==> config.mk <==
export PLATFORM = sky130hd
export DESIGN_NAME = lead_normalizer
export DESIGN_NICKNAME = d
export VERILOG_FILES = /design/src/rtl/shift_pkg.sv /design/src/rtl/lead_step_detect.sv /design/src/rtl/lead_normalizer.sv
export SDC_FILE = /design/constraint.sdc
export NUM_CORES = 1
export LEC_CHECK = 0
export BUFFER_PORTS_ARGS = -buffer_cell sky130_fd_sc_hd__buf_2
export CAP_MARGIN = 30
export CORE_MARGIN = 10
export CORE_UTILIZATION = 52
export DETAILED_ROUTE_END_ITERATION = 8
export PLACE_DENSITY = 0.82
export SLEW_MARGIN = 20
export SYNTH_ARGS = -nofsm -noshare
export SYNTH_HDL_FRONTEND = slang
export SYNTH_HIERARCHICAL = 1
export SYNTH_SLANG_ARGS = --single-unit
==> constraint.sdc <==
create_clock -name clk -period 3 [get_ports clk]
set_input_delay 0.3 -clock clk [delete_from_list [all_inputs] [get_ports clk]]
set_output_delay 0.3 -clock clk [all_outputs]
set_load 0.02 [all_outputs]
==> src/rtl/shift_pkg.sv <==
// rtl/shift_pkg.sv - shared shift-path types and constants for the ALU shifter and normalizer
// Contents:
//   norm_state_t   : lead_normalizer FSM states
//   SLL/SRL/SRA    : ALU shift opcodes shared with the barrel shifter
//   NORM_*         : normalizer mode encoding carried on in_signed
package shift_pkg;

    typedef enum logic [1:0] {
        IDLE = 2'b00,
        SCAN = 2'b01,
        DONE = 2'b10
    } norm_state_t;

    localparam logic [1:0] SLL = 2'b00;
    localparam logic [1:0] SRL = 2'b01;
    localparam logic [1:0] SRA = 2'b10;

    localparam logic NORM_UNSIGNED = 1'b0;
    localparam logic NORM_SIGNED   = 1'b1;

endpackage

==> src/rtl/lead_step_detect.sv <==
// rtl/lead_step_detect.sv - decides whether the normalizer may take a coarse or a fine left shift
// Ports:
//   work      in  m  current partially normalized operand
//   mode      in  1  NORM_UNSIGNED / NORM_SIGNED
//   coarse_ok out 1  a STEP-bit shift keeps the value normalizable
//   fine_ok   out 1  a 1-bit shift keeps the value normalizable
module lead_step_detect
    import shift_pkg::*;
#(
    parameter int m    = 32,
    parameter int STEP = 4
) (
    input  logic [m-1:0] work,
    input  logic         mode,
    output logic         coarse_ok,
    output logic         fine_ok
);

    logic [STEP-1:0] top_u;
    logic [STEP:0]   top_s;

    assign top_u = work[m-1 -: STEP];
    // Signed needs one extra bit: the sign bit that must survive the shift.
    assign top_s = work[m-1 -: STEP+1];

    always_comb begin
        coarse_ok = 1'b0;
        fine_ok   = 1'b0;
        if (mode == NORM_SIGNED) begin
            coarse_ok = (top_s == '0) || (top_s == '1);
            fine_ok   = (work[m-1] == work[m-2]);
        end else begin
            coarse_ok = (top_u == '0);
            fine_ok   = ~work[m-1];
        end
    end

endmodule

==> src/rtl/lead_normalizer.sv <==
// rtl/lead_normalizer.sv - multi-cycle CLZ/CLS normalizer with valid/ready handshakes
// Ports:
//   clk, rst_n            clock, asynchronous active-low reset
//   in_valid/in_ready     operand handshake; in_data operand, in_signed mode
//   out_valid/out_ready   result handshake
//   out_data              operand shifted left by out_count
//   out_count             left-shift amount applied (m for an unsigned zero)
//   out_zero              operand was exactly zero
module lead_normalizer
    import shift_pkg::*;
#(
    parameter int m    = 32,
    parameter int STEP = 4,
    parameter int CW   = $clog2(m) + 1
) (
    input  logic          clk,
    input  logic          rst_n,
    input  logic          in_valid,
    output logic          in_ready,
    input  logic [m-1:0]  in_data,
    input  logic          in_signed,
    output logic          out_valid,
    input  logic          out_ready,
    output logic [m-1:0]  out_data,
    output logic [CW-1:0] out_count,
    output logic          out_zero
);

    norm_state_t   state, next_state;
    logic [m-1:0]  work;
    logic [m-1:0]  orig;
    logic [CW-1:0] count;
    logic          mode;
    logic          zero;
    logic          coarse_ok, fine_ok;
    logic          accept;
    logic          in_all_zero, in_all_ones;
    logic          special;

    lead_step_detect #(.m(m), .STEP(STEP)) u_detect (
        .work      (work),
        .mode      (mode),
        .coarse_ok (coarse_ok),
        .fine_ok   (fine_ok)
    );

    assign in_all_zero = (in_data == '0);
    assign in_all_ones = (in_data == '1);
    // Operands whose answer is known without scanning finish on the acceptance edge.
    assign special = (in_signed == NORM_SIGNED) ? (in_all_zero | in_all_ones) : in_all_zero;
    assign accept  = in_valid & in_ready;

    always_ff @(posedge clk or negedge rst_n) begin
        if (!rst_n) state <= IDLE;
        else        state <= next_state;
    end

    always_comb begin
        next_state = state;
        in_ready   = 1'b0;
        out_valid  = 1'b0;
        case (state)
            IDLE: begin
                in_ready = 1'b1;
                if (in_valid) next_state = special ? DONE : SCAN;
            end
            SCAN: begin
                if (!coarse_ok && !fine_ok) next_state = DONE;
            end
            DONE: begin
                out_valid = 1'b1;
                if (out_ready) next_state = IDLE;
            end
            default: next_state = IDLE;
        endcase
    end

    always_ff @(posedge clk or negedge rst_n) begin
        if (!rst_n) begin
            work  <= '0;
            orig  <= '0;
            count <= '0;
            mode  <= NORM_UNSIGNED;
            zero  <= 1'b0;
        end else begin
            case (state)
                IDLE: begin
                    if (accept) begin
                        orig <= in_data;
                        mode <= in_signed;
                        if (in_signed == NORM_UNSIGNED && in_all_zero) begin
                            work  <= '0;
                            count <= CW'(m);
                            zero  <= 1'b1;
                        end else if (in_signed == NORM_SIGNED && special) begin
                            work  <= in_data << (m - 1);
                            count <= CW'(m - 1);
                            zero  <= in_all_zero;
                        end else begin
                            work  <= in_data;
                            count <= '0;
                            zero  <= 1'b0;
                        end
                    end
                end
                SCAN: begin
                    if (coarse_ok) begin
                        work  <= work << STEP;
                        count <= count + CW'(STEP);
                    end else if (fine_ok) begin
                        work  <= work << 1;
                        count <= count + CW'(1);
                    end
                end
                default: ;
            endcase
        end
    end

    assign out_data  = work;
    assign out_count = count;
    assign out_zero  = zero;

    always_ff @(posedge clk) begin
        if (rst_n && accept) begin
            assert (!$isunknown(in_signed))
                else $error("in_signed unknown at acceptance");
        end
        if (rst_n && out_valid) begin
            assert (out_data == (orig << out_count))
                else $error("out_data is not orig << out_count");
            if (mode == NORM_UNSIGNED && !zero) begin
                assert (out_data[m-1])
                    else $error("unsigned result not normalized");
            end
            if (mode == NORM_SIGNED && out_count != CW'(m - 1)) begin
                assert (out_data[m-1] != out_data[m-2])
                    else $error("signed result not normalized");
            end
        end
    end

endmodule
# [Word level (Yosys, flattened, before mapping)]
# Cells that the tools add are included.
[totals] input_bits=37 output_inout_bits=41 wordCells=59 regBits=42
[classes] muxes=24 n_addsub=2 eq_ne=10 reduce_logical=14 bitwise_logic=4
[ops] op="$mux W32" count=5
[ops] op="$pmux W32 S2" count=1
[ops] op="$eq A32 B32 Y1 const B" count=1
[ops] op="$logic_not A32 Y1" count=1
[ops] op="$mux W6" count=4
[ops] op="$pmux W6 S2" count=1
[ops] op="$mux W2" count=4
[ops] op="$ne A2 B2 Y1 const B" count=4
[ops] op="$mux W1" count=7
[ops] op="$add A6 B1 Y6 const B" count=1
[ops] op="$add A6 B3 Y6 const B" count=1
[ops] op="$pmux W2 S3" count=1
[ops] op="$reduce_and A3 Y1" count=2
[ops] op="$eq A5 B5 Y1 const B" count=1
[ops] op="$logic_not A5 Y1" count=1
[ops] op="$mux W5" count=1
[ops] op="$logic_not A4 Y1" count=1
[ops] op="$logic_and A1 B1 Y1" count=3
[ops] op="$ne A3 B3 Y1 const B" count=1
[ops] op="$eq A2 B1 Y1 const B" count=1
[ops] op="$eq A2 B2 Y1 const B" count=1
[ops] op="$logic_not A1 Y1" count=2
[ops] op="$logic_not A2 Y1" count=1
[ops] op="$not A1 Y1" count=2
[ops] op="other kinds (6)" count=6

# [Depth between registers and ports, before layout]
[logic_depth] word_depth=8 ltp_mapped=11 depth_no_buf=9

# [By module]
# Netlist, hierarchy kept.
[by_module_without_submodules] module="lead_normalizer" area_per_inst_um2=2586.2 cells_per_inst=303 instances=1 seq_area_each_um2=1051.0
[by_module_without_submodules] module="lead_step_detect" area_per_inst_um2=76.3 cells_per_inst=9 instances=1 seq_area_each_um2=0.0

# [Worst setup path after synthesis]
# No wires, ideal clock.
[synth_path] path_type="register to register" start="register work[30], in the netlist out_data[30]" end="register work[15], in the netlist out_data[15]" period_less_slack_ps=2314 setup_ps=128 path_slack_ps=686 n_path_buf=3 path_stages_with_launch=11 t_arrival_ps=2186 required_time_ps=2872 cell_sequence="dfrtp_1 -> inv_1 -> ha_1 -> mux2i_1 -> nor2_1 -> a211o_1 -> buf_2 -> buf_6 -> buf_2 -> a21oi_1 -> o21ai_0"
[synth_between] word_cells_on_any_way=11 cone_classes="eq/ne (3); mux (4); reduce/logical (4)"
[synth_lines] item="from (decl)" line_no="lead_normalizer.sv:30" source="logic [m-1:0] work;"
[synth_lines] item="from (signal assigned)" line_no="lead_normalizer.sv:96" source="work <= in_data << (m - 1);"
[synth_lines] item="from (signal assigned)" line_no="lead_normalizer.sv:100" source="work <= in_data;"
[synth_lines] item="from (signal assigned)" line_no="lead_normalizer.sv:108" source="work <= work << STEP;"
[synth_lines] item="$eq A1 B1 Y1" line_no="lead_step_detect.sv:31" source="fine_ok = (work[m-1] == work[m-2]);"
[synth_lines] item="$mux W1" line_no="lead_step_detect.sv:29" source="if (mode == NORM_SIGNED) begin"
[synth_lines] item="named net fine_ok" line_no="lead_normalizer.sv:35" source="logic coarse_ok, fine_ok;"
[synth_lines] item="$ne A3 B3 Y1 (no line)"
[synth_lines] item="$reduce_and A3 Y1 (no line)"
# The timed path passes the listed nets, and every way through them passes these cells.
# A chain may end at the register's enable or synchronous reset.

# [Worst setup path in the final report]
[layout_path] start="register work[30], in the netlist out_data[30]" end="register work[11], in the netlist out_data[11]"
# The elaborated chain is that of the path after synthesis.

==> impl_metrics.json <==
{
  "max-slew-margin-rel_pct": 55.4,
  "skew_ns": 0.0147,
  "ys_seq_elements": 42,
  "cp_num_buf_inv": 2,
  "core_um2": 4850,
  "dp_slack_ns": 0.388,
  "layout.nets": 419,
  "crit_fanout": 58,
  "worstPathRequired_ns": 3.21,
  "cts-root-buf": "clkbuf_8",
  "syn_inst": 312,
  "area_delta_synth_final_pct": 19.6,
  "insertedDiodeCount": 0,
  "cts_tree": "done",
  "htreeDepth": 2,
  "drcViolationCount": 0,
  "grt_pass1_wl_mm": 13.5,
  "cp_top_family": "compound AO/OA/AOI/OAI gates",
  "yosys.area_share.simple_pct": 22.9,
  "clkTransAtPathRegs_ns": 0.09,
  "synthXorXnorAreaFrac_pct": 0,
  "finalCritPeriodShare_pct": 89.7,
  "period_needed_ns": 2.69,
  "synth-edff-count": 0,
  "p_switching_w": 0.00197,
  "status": "complete, no violations",
  "rows": 25,
  "drtIter0Drc": 203,
  "async_reset_ff_share_pct": 100,
  "tightest_slew_ns": 0.669,
  "ant_nets": 0,
  "rsz0062_at_grt": "no",
  "synthDistinctLibCells": 42,
  "internal_power_w": 0.00181,
  "wl_per_cell_um": 18.0,
  "drive_above_1_share_pct": 26.1,
  "max_stage_delay_ns": 0.43,
  "clock_sinks": 42,
  "grt_pass1_vias": 2699,
  "finalSetupViolCount": 0,
  "cts_resized": 0,
  "ys_warn_count": 6,
  "dp.final_hpwl_mm": 5.81,
  "maxCapViolCount": 0,
  "insertion_delay_ns": 0.30,
  "ys.flop_type": "dfrtp_1",
  "dr.pass1.iters": 4,
  "power_density_nw_per_um2": 1190,
  "fin_setup_tns_ns": 0,
  "fin_ws_ns": 0.310,
  "vias_per_cell": 6.01,
  "start_kind": "flip-flop",
  "synth_adder_area_share_pct": 1.41,
  "cts_buffer_depth": 2,
  "vias": 2687,
  "cts_buffers": 5,
  "fmax_mhz": 372,
  "start_util_pct": 54.9,
  "hold_violations": 0,
  "ios": 78,
  "die_w_um": 91.6,
  "muxShareOfSynthArea_pct": 11.3,
  "power.leakage_nw": 1.42,
  "critPathSlowestCell": "dfrtp_1",
  "finalWirelength_mm": 8.03,
  "pwr-share-comb_pct": 58.9,
  "pwr-share-seq_pct": 30.9,
  "grt_usage_pct": 19.1,
  "hp-class": "in2async",
  "cp_cell_sequence": "inv_1, ha_1, mux2i_1, nor2_1, a211o_1, buf_4, nor3_1, a21oi_1, o21ai_0",
  "critPathArrivalTime_ns": 2.90,
  "dieArea_um2": 8380,
  "portBuffers": 77,
  "avgSynthCellArea_um2": 8.53,
  "gp_congestion": 0.917,
  "sw_frac_of_total_pct": 52.1,
  "max-vdd-ir-drop_v": 0.000731,
  "synth_sequential_area_ratio_pct": 39.5,
  "die_h_um": 91.6,
  "synth_area_um2": 2660,
  "grt_max_degree": 59,
  "drv_slew": 0,
  "end_kind": "flip-flop",
  "cts_setup_buffers": 0,
  "ctsHoldBuffers": 0,
  "grt_overflow": 0,
  "timing_worst_setup_path_type": "reg2reg",
  "synth_compound_area_share_pct": 19.7,
  "synth_nets": 352,
  "whs_ns": 0.00993,
  "synth_top_family_by_area": "simple AND/OR/NAND/NOR gates",
  "grt_antenna_before_repair": 0,
  "clkPwrFrac_pct": 10.2
}
[layout by cell type (no fill, tap or decap), types with 2 or more instances in the layout]
cell | synthesis | final
nor2_1 | 13 | 13
a211o_1 | 2 | 2
nor4_2 | 2 | 2
nor4_1 | 7 | 7
mux2i_1 | 30 | 30
nor3_1 | 32 | 32
ha_1 | 3 | 3
a211oi_4 | 1 | 2
dfrtp_1 | 42 | 42
buf_4 | 0 | 5
o21ai_0 | 32 | 32
a31oi_1 | 2 | 2
nor2b_1 | 2 | 2
a21o_1 | 4 | 4
a21oi_1 | 38 | 38
nand3_1 | 2 | 2
nand2b_1 | 2 | 2
clkbuf_8 | 0 | 6
inv_1 | 5 | 5
nand2_1 | 38 | 38
nand4_1 | 13 | 13
buf_2 | 13 | 77
[flip-flops by register name, summed over array words and instances (netlist names)]
register	flops
out_data	32
out_count	6
state	2
mode	1
out_zero	1
[cell usage after synthesis, types with 2 or more instances]
cell type / n / share of area [%]
dfrtp_1: 42 / 39
a21oi_1: 38 / 7.1
nand2_1: 38 / 5.4
nor3_1: 32 / 6.0
o21ai_0: 32 / 6.0
mux2i_1: 30 / 11
buf_2: 13 / 2.4
nand4_1: 13 / 3.1
nor2_1: 13 / 1.8
nor4_1: 7 / 1.6
clkbuf_1: 6 / 0.85
inv_1: 5 / 0.70
a21o_1: 4 / 1.1
ha_1: 3 / 1.4
a211o_1: 2 / 0.66
a31oi_1: 2 / 0.47
buf_6: 2 / 0.85
clkbuf_2: 2 / 0.38
nand2b_1: 2 / 0.47
nand3_1: 2 / 0.38
nor2b_1: 2 / 0.47
nor4_2: 2 / 0.94
[through the flow]
stage	utilization (%)	total power [W]	area [um2]	cells
after global routing	65.7	0.00411	3180	447
final	65.7	0.00379	3180	447
after floorplan	-	0.00274	2660	312
after global placement	63.2	0.00333	3070	438
after CTS	65.1	0.00378	3160	446
after detailed placement	63.2	0.00339	3070	438
[final cells by class]
type | count | area (um2)
clock buffer | 7 | 86.3
clock inverter | 1 | 5.00
fill | 422 | 1660
inverter | 5 | 18.8
multi-input combinational | 242 | 1490
sequential | 42 | 1050
tap | 67 | 83.8
timing repair buffer | 83 | 450
[metal layers]
| metal | up-vias | share of wire [%] | GRT usage (%) |
|---|---|---|---|
| li1 | 1278 | - | - |
| met1 | 1290 | 44 | 24.2 |
| met2 | 103 | 49 | 31.0 |
| met3 | 16 | 5.6 | 4.94 |
| met4 | 0 | 1.9 | 5.61 |
| met5 | - | 0 | 0 |
[power by group through the flow]
stage	Clock (W)	Sequential, W	Combinational, W
floorplan	0	0.00137	0.00137
global placement	0	0.00117	0.00216
detailed placement	0	0.00117	0.00222
CTS	0.000390	0.00117	0.00223
global route	0.000415	0.00122	0.00248
finish	0.000385	0.00117	0.00223
[worst register-to-register path, delay by kind of cell (launching register included)]
kind                       cells  cell delay (ns)
and+or+nand+nor                2             0.52
buffers and inverters          2             0.37
muxes                          1             0.43
adders and majority gates      1             0.28
DFF                            1             0.43
AOI/OAI and AO/OA              3             0.57
[path summary, 6_finish.rpt]
kind / start / endpoint / slack, ns / depth (start not counted)
worst max-delay path: out_data[30]$_DFFE_PN0P_ / out_data[11]$_DFFE_PN0P_ / 0.31 / 9
worst min-delay path: rst_n / out_data[19]$_DFFE_PN0P_ / 0.01 / 1
worst max register to register: out_data[30]$_DFFE_PN0P_ / out_data[11]$_DFFE_PN0P_ / 0.31 / 9
worst min register to register: out_zero$_DFFE_PN0P_ / out_zero$_DFFE_PN0P_ / 0.49 / 2
min in group clk: in_data[19] / out_data[19]$_DFFE_PN0P_ / 0.25 / 3
max in group asynchronous: rst_n / out_data[29]$_DFFE_PN0P_ / 2.48 / 2
[logic make-up after synthesis]
| family | after synthesis |
|---|---|
| DFF | 42 |
| adders and majority gates | 3 |
| AOI/OAI and AO/OA | 90 |
| muxes | 30 |
| and+or+nand+nor | 119 |
| buffers and inverters | 28 |
(Power assumes the default switching activity.)
